### src/rtl/trap_commit_ctrl.sv
// Writeback-stage trap arbiter: picks retire / exception / interrupt / ERTN
// for the WB instruction, strobes the CSR file, flushes and redirects fetch.
module trap_commit_ctrl #(
    parameter int HOLD_CYCLES = 2
) (
    input  logic        clk,
    input  logic        rstn,
    input  logic        wb_valid,
    input  logic [31:0] wb_pc,
    input  logic        wb_ex,
    input  logic [5:0]  wb_ecode,
    input  logic        wb_esubcode,
    input  logic [31:0] wb_vaddr,
    input  logic        wb_ertn,
    input  logic        has_int,
    input  logic [31:0] ex_entry_pc,
    input  logic [31:0] ertn_pc,
    output logic        wb_commit,
    output logic        ex_en,
    output logic [7:0]  ex_ecode,
    output logic        ex_esubcode,
    output logic [31:0] ex_pc,
    output logic [31:0] ex_vaddr,
    output logic        ertn_flush,
    output logic        flush,
    output logic        redir_valid,
    output logic [31:0] redir_pc,
    input  logic        redir_ready,
    output logic        busy,
    output logic [31:0] trap_cnt
);

    typedef enum logic [1:0] {IDLE, REDIRECT, HOLDOFF} state_t;

    typedef struct packed {
        logic exc;
        logic intr;
        logic ertn;
    } trap_ev_t;

    localparam logic [3:0] HOLD_INIT = 4'(HOLD_CYCLES);

    state_t      state_q, state_d;
    logic [31:0] target_q, target_d;
    logic [3:0]  hold_q, hold_d;
    logic [31:0] trap_cnt_q;
    logic        cnt_inc;
    trap_ev_t    ev;

    // Decode is gated by rstn so every output reads 0 while reset is held,
    // even though the IDLE outputs are otherwise a function of live WB inputs.
    always_comb begin
        ev      = '0;
        ev.exc  = rstn & wb_valid & wb_ex;
        ev.intr = rstn & wb_valid & ~wb_ex & has_int & ~wb_ertn;
        ev.ertn = rstn & wb_valid & ~wb_ex & wb_ertn;
    end

    always_comb begin
        state_d     = state_q;
        target_d    = target_q;
        hold_d      = hold_q;
        cnt_inc     = 1'b0;
        wb_commit   = 1'b0;
        ex_en       = 1'b0;
        ex_ecode    = 8'h00;
        ex_esubcode = 1'b0;
        ex_pc       = 32'h0;
        ex_vaddr    = 32'h0;
        ertn_flush  = 1'b0;
        flush       = 1'b0;
        redir_valid = 1'b0;
        redir_pc    = 32'h0;

        unique case (state_q)
            IDLE: begin
                wb_commit = rstn & wb_valid & ~wb_ex;
                if (ev.exc) begin
                    ex_en       = 1'b1;
                    ex_ecode    = {2'b00, wb_ecode};
                    ex_esubcode = wb_esubcode;
                    ex_pc       = wb_pc;
                    ex_vaddr    = wb_vaddr;
                end else if (ev.intr) begin
                    // Interrupt retires the WB instruction; ecode 0 is INT.
                    ex_en = 1'b1;
                    ex_pc = wb_pc;
                end else if (ev.ertn) begin
                    ertn_flush = 1'b1;
                end
                if (ev.exc || ev.intr || ev.ertn) begin
                    flush    = 1'b1;
                    cnt_inc  = ev.exc | ev.intr;
                    target_d = ev.ertn ? ertn_pc : ex_entry_pc;
                    state_d  = REDIRECT;
                end
            end
            REDIRECT: begin
                flush       = 1'b1;
                redir_valid = 1'b1;
                redir_pc    = target_q;
                if (redir_ready) begin
                    hold_d  = HOLD_INIT;
                    state_d = HOLDOFF;
                end
            end
            HOLDOFF: begin
                hold_d = hold_q - 4'd1;
                if (hold_q <= 4'd1) begin
                    hold_d  = 4'd0;
                    state_d = IDLE;
                end
            end
            default: state_d = IDLE;
        endcase
    end

    always_ff @(posedge clk or negedge rstn) begin
        if (!rstn) begin
            state_q    <= IDLE;
            target_q   <= 32'h0;
            hold_q     <= 4'd0;
            trap_cnt_q <= 32'h0;
        end else begin
            state_q  <= state_d;
            target_q <= target_d;
            hold_q   <= hold_d;
            if (cnt_inc) trap_cnt_q <= trap_cnt_q + 32'd1;
        end
    end

    assign busy     = (state_q != IDLE);
    assign trap_cnt = trap_cnt_q;

endmodule

### config.mk
export PLATFORM = sky130hd
export DESIGN_NAME = trap_commit_ctrl
export DESIGN_NICKNAME = d
export VERILOG_FILES = /design/src/rtl/trap_commit_ctrl.sv
export SDC_FILE = /design/constraint.sdc
export NUM_CORES = 1
export LEC_CHECK = 0
export CAP_MARGIN = 20
export CELL_PAD_IN_SITES_DETAIL_PLACEMENT = 1
export CELL_PAD_IN_SITES_GLOBAL_PLACEMENT = 1
export CORE_ASPECT_RATIO = 0.7
export CORE_MARGIN = 2
export CORE_UTILIZATION = 27
export CTS_CLUSTER_SIZE = 28
export DETAILED_ROUTE_END_ITERATION = 8
export MAX_ROUTING_LAYER = met4
export PLACE_DENSITY = 0.83
export RECOVER_POWER = 100
export SYNTH_ARGS = -nofsm -noshare
export SYNTH_HDL_FRONTEND = slang
export SYNTH_SLANG_ARGS = --single-unit
### constraint.sdc
create_clock -name clk -period 2.7 [get_ports clk]
set_input_delay 0.54 -clock clk [delete_from_list [all_inputs] [get_ports clk]]
set_output_delay 0.54 -clock clk [all_outputs]
set_load 0.01 [all_outputs]
==> results by group, run 1 <==
Final layout
  • Commonest non-fill, non-tap cell in the layout: clkdlybuf4s50_1
  • Final Instance Area: 0.00750 sq mm
  • Nets: 876
  • Ant. Diodes: 0
  • Layout Cells excl Fill: 936
  • Most frequent cells in the layout: 171 x clkdlybuf4s50_1, 75 x dlygate4sd2_1, 70 x dfrtp_1, 51 x and2_1, 50 x nand2_1
  • Filler cells: 1,766
  • Area Overhead vs Synth: 76.2%
  • Ratio of cells with drive above 1 in the final layout: 5.30%

Logic synthesis
  • Seq/Total Area, Yosys: 41.1%
  • Post-Syn Area per Cell: 9.40 sq um
  • Post-synth EDFFs: 0
  • Cell variety after synth: 37
  • Cells after Synth: 453
  • Synth warn: 0
  • Cell Area, Synth: 0.00426 sq mm
  • Async S/R FF share, synth: 100%
  • Synthesis-stage register bit count: 70
  • Synth Flop Type: dfrtp_1

Floorplan
  • # rows: 38
  • Die area: 0.0168 sq mm
  • Io pins: 285
  • Core area: 0.0155 sq mm
  • Initial core utilization: 27.6%
  • Die Height: 109 um
  • Die X: 154 um

STA
  • Final TNS setup: 0 ns
  • Slew @ Worst Pin: 0.967 ns
  • Fmax: 0.381 GHz
  • Worst Clk Skew: 0.00706 ns
  • Final slew viol count: 0
  • Slew headroom: 35.5%
  • Part of the cycle the worst path needs: 97.3%
  • Final hold vios: 0
  • RSZ-0062 raised after global routing: false
  • Min Tclk post-route: 2.63 ns
  • # setup viols final: 0

Drt
  • 1st-iter DRT viols: 160
  • Routed WL: 16,900 um
  • Vias/cell: 4.74
  • Drt first pass iters: 4
  • DR WL/cell: 18.1 um
  • Vias: 4,439
  • DRC: 0
  • Routed Antenna Nets: 0

Outcome
  • Run status: completed

Place
  • Post-DP HPWL: 12,700 um
  • Placed inst area: 0.00734 sq mm
  • # port buffers: 282
  • Placer Congestion: 0.837
  • Placed cells: 919

Clock network
  • Number of hold buffers added after cts: 0
  • Htree depth: 3
  • Clock Pin Slew Worst Setup and Hold Paths: 0.06 ns
  • Clk sinks: 70
  • Max clock buf depth: 2
  • Later-pin clock latency in the skew report: 0.34 ns
  • Num CTS Buffers: 9
  • Root buf cell: clkbuf_16
  • CTS tree: built

Global route
  • Initial antenna violation count: 0
  • First-pass GRT wire length: 26,000 um
  • Vias in the first global route: 4,761
  • GRT Total Usage: 20.3%
  • Largest net degree at the start of global routing: 65
  • Total gr overflow: 0

Pwr
  • Leakage: 3.95 nW
  • Power Dens Cells: 644 mW/mm^2
  • VDD IR max: 0.299 mV

Critical path
  • Critical Path Fanout Max: 34
  • Critical Path Start Type: primary input
  • Critical Path End Type: output pin
  • Worst path required time: 2.16 ns
  • Critical path arrival: 2.09 ns
  • CP Class: in -> out

Job
  • Max Cap Violations: 0

Hold path
  • Hold Path Class: reg -> reg
stage by stage:
stage	power, W	hold slack [ns]	setup WS, ns	util (%)
floorplan	0.00242	0.244	0.630	-
global placement	0.00342	0.456	-0.128	47.5
detailed placement	0.00353	0.464	-0.221	47.5
CTS	0.00490	0.336	0.0439	49.2
global route	0.00514	0.507	0.000489	48.6
finish	0.00483	0.471	0.0723	48.6
cells in the mapped netlist, types with 2 or more instances:
cell type  count  share of area (%)
dfrtp_1       70                 41
and2_1        68                 10
nand2_1       51                4.5
and3_1        48                7.1
o21ai_0       34                4.0
mux2i_1       32                7.5
xor2_1        23                4.7
clkbuf_1      22                1.9
nand3_1       14                1.6
nor4_2        12                3.5
inv_1          8               0.71
nand4_1        8                1.2
xnor2_1        8                1.6
nor2_1         6               0.53
nor3_1         6               0.71
and4_1         5                1.0
buf_2          5               0.59
nor4_1         4               0.59
a21oi_1        3               0.35
buf_4          3               0.53
buf_6          3               0.79
ha_1           3               0.88
nand4_4        2                1.0
o31ai_1        2               0.35
path summary, 6_finish.rpt:
kind / start / end / slack [ns] / cells past startpoint
max: wb_valid / ex_pc[31] / 0.07 / 7
min: trap_cnt[31] / trap_cnt[31] / 0.47 / 1
max reg2reg: state_q[0] / trap_cnt[19] / 0.70 / 5
min reg2reg: trap_cnt[31] / trap_cnt[31] / 0.47 / 1
max in group asynchronous: rstn / target_q[4] / 0.77 / 3
min in group asynchronous: rstn / trap_cnt[2] / 0.51 / 2
area by class of cell:
cell class	count	area [sq um]	area share, %
multi-input cells	342	2230	29.7
well taps	200	250	3.34
inverters	8	30.0	0.400
clock buffers	11	243	3.24
clock inverters	5	106	1.42
repair buffers	300	2900	38.6
flip-flops and latches	70	1750	23.3
logic make-up after synthesis:
group | synth area share (%)
and+or+nand+nor | 33.3
other | 0.0881
muxes | 7.52
buffers and inverters | 4.64
DFF | 41.1
adders and majority gates | 0.882
xor gates and xnor gates | 6.38
AOI/OAI and AO/OA | 6.08
worst max-delay path: stages:
cell             delay, ns
clkdlybuf4s50_1       0.48
and4bb_4              0.29
o21ai_4               0.07
inv_1                 0.10
buf_12                0.17
and2_1                0.16
dlygate4sd2_1         0.29
registers in the layout, indices dropped and copies added, names as in the netlist:
name,flops
target_q,32
hold_q,4
state_q,2
trap_cnt,32
routing by layer:
layer / routed length, um / track usage [%] / part of all wire (%)
met5: 0 / - / 0
met3: 964 / 4.81 / 5.7
met2: 8190 / 34.0 / 48
met1: 7550 / 24.9 / 45
met4: 193 / 5.34 / 1.1
power by group:
part           total, W  internal (W)  leakage, nW  switching, W
registers       0.00158       0.00137        0.898      0.000216
clock network   0.00139      0.000929        0.166      0.000457
logic           0.00186      0.000951         2.89      0.000912
repair_timing:
action                     4_1_cts  5_1_grt
cloned                           0        1
pin swaps                        0        0
resized for setup               76        6
buffers inserted                 0        0
setup endpoints to repair       75       32
(Power assumes the default switching activity.)
==> run 2, diff against run 1 <==
--- a/config.mk
+++ b/config.mk
@@ -10,11 +10,11 @@
 export CELL_PAD_IN_SITES_GLOBAL_PLACEMENT = 1
 export CORE_ASPECT_RATIO = 0.7
 export CORE_MARGIN = 2
-export CORE_UTILIZATION = 27
+export CORE_UTILIZATION = 25
 export CTS_CLUSTER_SIZE = 28
 export DETAILED_ROUTE_END_ITERATION = 8
 export MAX_ROUTING_LAYER = met4
-export PLACE_DENSITY = 0.83
+export PLACE_DENSITY = 0.78
 export RECOVER_POWER = 100
 export SYNTH_ARGS = -nofsm -noshare
 export SYNTH_HDL_FRONTEND = slang
==> constraint.sdc (replaced) <==
create_clock -name clk -period 2.8 [get_ports clk]
set_input_delay 0.56 -clock clk [delete_from_list [all_inputs] [get_ports clk]]
set_output_delay 0.56 -clock clk [all_outputs]
set_load 0.01 [all_outputs]
==> results by group, run 2 (synthesis gave the netlist of run 1 again) <==
Outcome
  • Run status: completed (unchanged)

Floorplan
  • Die Height: 113 um (was 109 um)
  • Die area: 0.0181 sq mm (was 0.0168 sq mm)
  • Core area: 0.0165 sq mm (was 0.0155 sq mm)
  • Initial core utilization: 25.8% (was 27.6%)
  • Die X: 160 um (was 154 um)
  • Io pins: 285 (unchanged)
  • # rows: 39 (was 38)

Global route
  • Global-route track usage on met3: 4.03% (was 4.81%)
  • Vias in the first global route: 4,817 (was 4,761)
  • Initial antenna violation count: 1 (was 0)
  • Largest net degree at the start of global routing: 72 (was 65)
  • Met1 Usage GRT: 20.6% (was 24.9%)
  • Busiest grt layer: met2 (unchanged)
  • Met2 Track Usage GR: 32.6% (was 34.0%)
  • First-pass GRT wire length: 25,500 um (was 26,000 um)
  • GRT Total Usage: 18.0% (was 20.3%)
  • Total gr overflow: 0 (unchanged)

STA
  • Setup ws final: 0.0138 ns (was 0.0723 ns)
  • Fmax: 0.359 GHz
  • RSZ-0062 raised after global routing: true (was false)
  • Final TNS setup: 0 ns (unchanged)
  • Final slew viol count: 0 (unchanged)
  • Slew headroom: 30.3% (was 35.5%)
  • Min Tclk post-route: 2.79 ns
  • Worst Clk Skew: 0.00960 ns (was 0.00706 ns)
  • Part of the cycle the worst path needs: 99.5%
  • # setup viols final: 0 (unchanged)
  • Final hold vios: 0 (unchanged)
  • Slew @ Worst Pin: 1.05 ns (was 0.967 ns)

Critical path
  • Critical Path Fanout Max: 18 (was 34)
  • Critical path arrival: 2.23 ns (was 2.09 ns)
  • Worst path required time: 2.24 ns (was 2.16 ns)
  • CP Class: in -> out (unchanged)
  • Critical Path Start Type: primary input (unchanged)
  • Critical Path End Type: output pin (unchanged)

Clock network
  • Max clock buf depth: 2 (unchanged)
  • Htree depth: 3 (unchanged)
  • Clock Pin Slew Worst Setup and Hold Paths: 0.07 ns (was 0.06 ns)
  • Root buf cell: clkbuf_16 (unchanged)
  • Later-pin clock latency in the skew report: 0.33 ns (was 0.34 ns)
  • Postcts setup bufs: 0 (unchanged)
  • Number of hold buffers added after cts: 0 (unchanged)
  • Clk sinks: 70 (unchanged)
  • Num CTS Buffers: 9 (unchanged)
  • CTS tree: built (unchanged)

Pwr
  • Power Dens Cells: 601 mW/mm^2 (was 644 mW/mm^2)
  • Leakage: 4.29 nW (was 3.95 nW)
  • Flop pwr share: 33.4% (was 32.8%)
  • Comb pwr share: 39.0% (was 38.5%)
  • VDD IR max: 0.369 mV (was 0.299 mV)
  • Net Switching: 0.00153 W (was 0.00158 W)
  • Clock network power share: 27.6% (was 28.7%)
  • Internal: 0.00305 W (was 0.00325 W)
  • Switching share of power: 33.3% (was 32.8%)

Drt
  • Routed Antenna Nets: 0 (unchanged)
  • Vias/cell: 4.56 (was 4.74)
  • 1st-iter DRT viols: 152 (was 160)
  • DR WL/cell: 16.8 um (was 18.1 um)
  • Vias: 4,392 (was 4,439)
  • Routed WL: 16,200 um (was 16,900 um)
  • Drt first pass iters: 4 (unchanged)
  • DRC: 0 (unchanged)

Job
  • Max Cap Violations: 0 (unchanged)

Place
  • Placed inst area: 0.00737 sq mm (was 0.00734 sq mm)
  • Placer Congestion: 0.860 (was 0.837)
  • # port buffers: 282 (unchanged)
  • Post-DP HPWL: 12,600 um (was 12,700 um)
  • Placed cells: 945 (was 919)
  • Dpl ws: -0.133 ns (was -0.221 ns)

Final layout
  • Nets: 877 (was 876)
  • Final Instance Area: 0.00762 sq mm (was 0.00750 sq mm)
  • Layout Cells excl Fill: 963 (was 936)
  • Most frequent cells in the layout: 174 x clkdlybuf4s50_1, 70 x dfrtp_1, 68 x and2_1, 50 x nand2_1, 48 x and3_1 (was 171 x clkdlybuf4s50_1, 75 x dlygate4sd2_1, 70 x dfrtp_1, 51 x and2_1, 50 x nand2_1)
  • Ratio of cells with drive above 1 in the final layout: 7.19% (was 5.30%)
  • Commonest non-fill, non-tap cell in the layout: clkdlybuf4s50_1 (unchanged)
  • Fin util: 46.2% (was 48.6%)
  • Area Overhead vs Synth: 79.0% (was 76.2%)

Hold path
  • Hold Path Class: reg -> reg (unchanged)
-- run 2: cell types whose count changed in the layout (fill, tap and decap cells not counted), moves of 2 or more --
cell             before  now
and2_0               17    0
buf_4                 9   11
dlymetal6s2s_1        0   29
dlygate4sd2_1        75   27
clkbuf_2              3   14
and2_1               51   68
inv_6                 0    3
clkdlybuf4s50_1     171  174
clkdlybuf4s15_1       0    4
-- run 2: per-stage QoR --
step           hold WS (ns)  total power, W
6_report              0.467         0.00458
5_1_grt               0.494         0.00489
4_1_cts               0.478         0.00469
3_5_place_dp          0.465         0.00340
3_3_place_gp          0.455         0.00331
2_1_floorplan         0.264         0.00233
-- run 2: final timing paths --
kind,from,endpoint,slack (ns),depth (start not counted)
min in group asynchronous,rstn,target_q[24],0.51,2
worst max-delay path,wb_valid,ex_vaddr[31],0.01,5
worst min register to register,trap_cnt[31],trap_cnt[31],0.47,1
max in group asynchronous,rstn,target_q[10],1.70,2
worst max register to register,state_q[0],trap_cnt[30],0.77,5
worst min-delay path,trap_cnt[31],trap_cnt[31],0.47,1
-- run 2: area by class of cell --
type	instances	area (sq um)
antenna	1	2.50
clock buffer	9	225
clock inverter	7	104
fill	1939	8870
inverter	8	30.0
multi-input combinational	342	2220
sequential	70	1750
tap	225	282
timing repair buffer	301	3010
-- run 2: worst max-delay path: stages --
cell	delay [ns]
clkdlybuf4s50_1	0.49
and4bb_4	0.31
buf_8	0.16
and3_1	0.17
clkdlybuf4s50_1	0.54
-- run 2: metal layers --
layer  vias up  share of wire (%)
li1       2120                  -
met1      2116                 41
met2       148                 52
met3         8                6.2
met4         0               0.72
met5         -                  0
-- run 2: what timing repair did --
| item | CTS | global route |
|---|---|---|
| setup endpoints to repair | 72 | 49 |
| gates resized for setup | 47 | 61 |
| endpoints found under the hold margin | 0 | 0 |
| gates cloned | 1 | 0 |
| pin swaps | 0 | 0 |
-- run 2: power by group through the flow --
| stage | clock, W | sequential [W] | combinational [W] |
|---|---|---|---|
| after floorplan | 0 | 0.00150 | 0.000835 |
| after global placement | 0 | 0.00152 | 0.00179 |
| after detailed placement | 0 | 0.00155 | 0.00185 |
| after CTS | 0.00130 | 0.00153 | 0.00185 |
| after global routing | 0.00133 | 0.00157 | 0.00198 |
| final | 0.00126 | 0.00153 | 0.00178 |
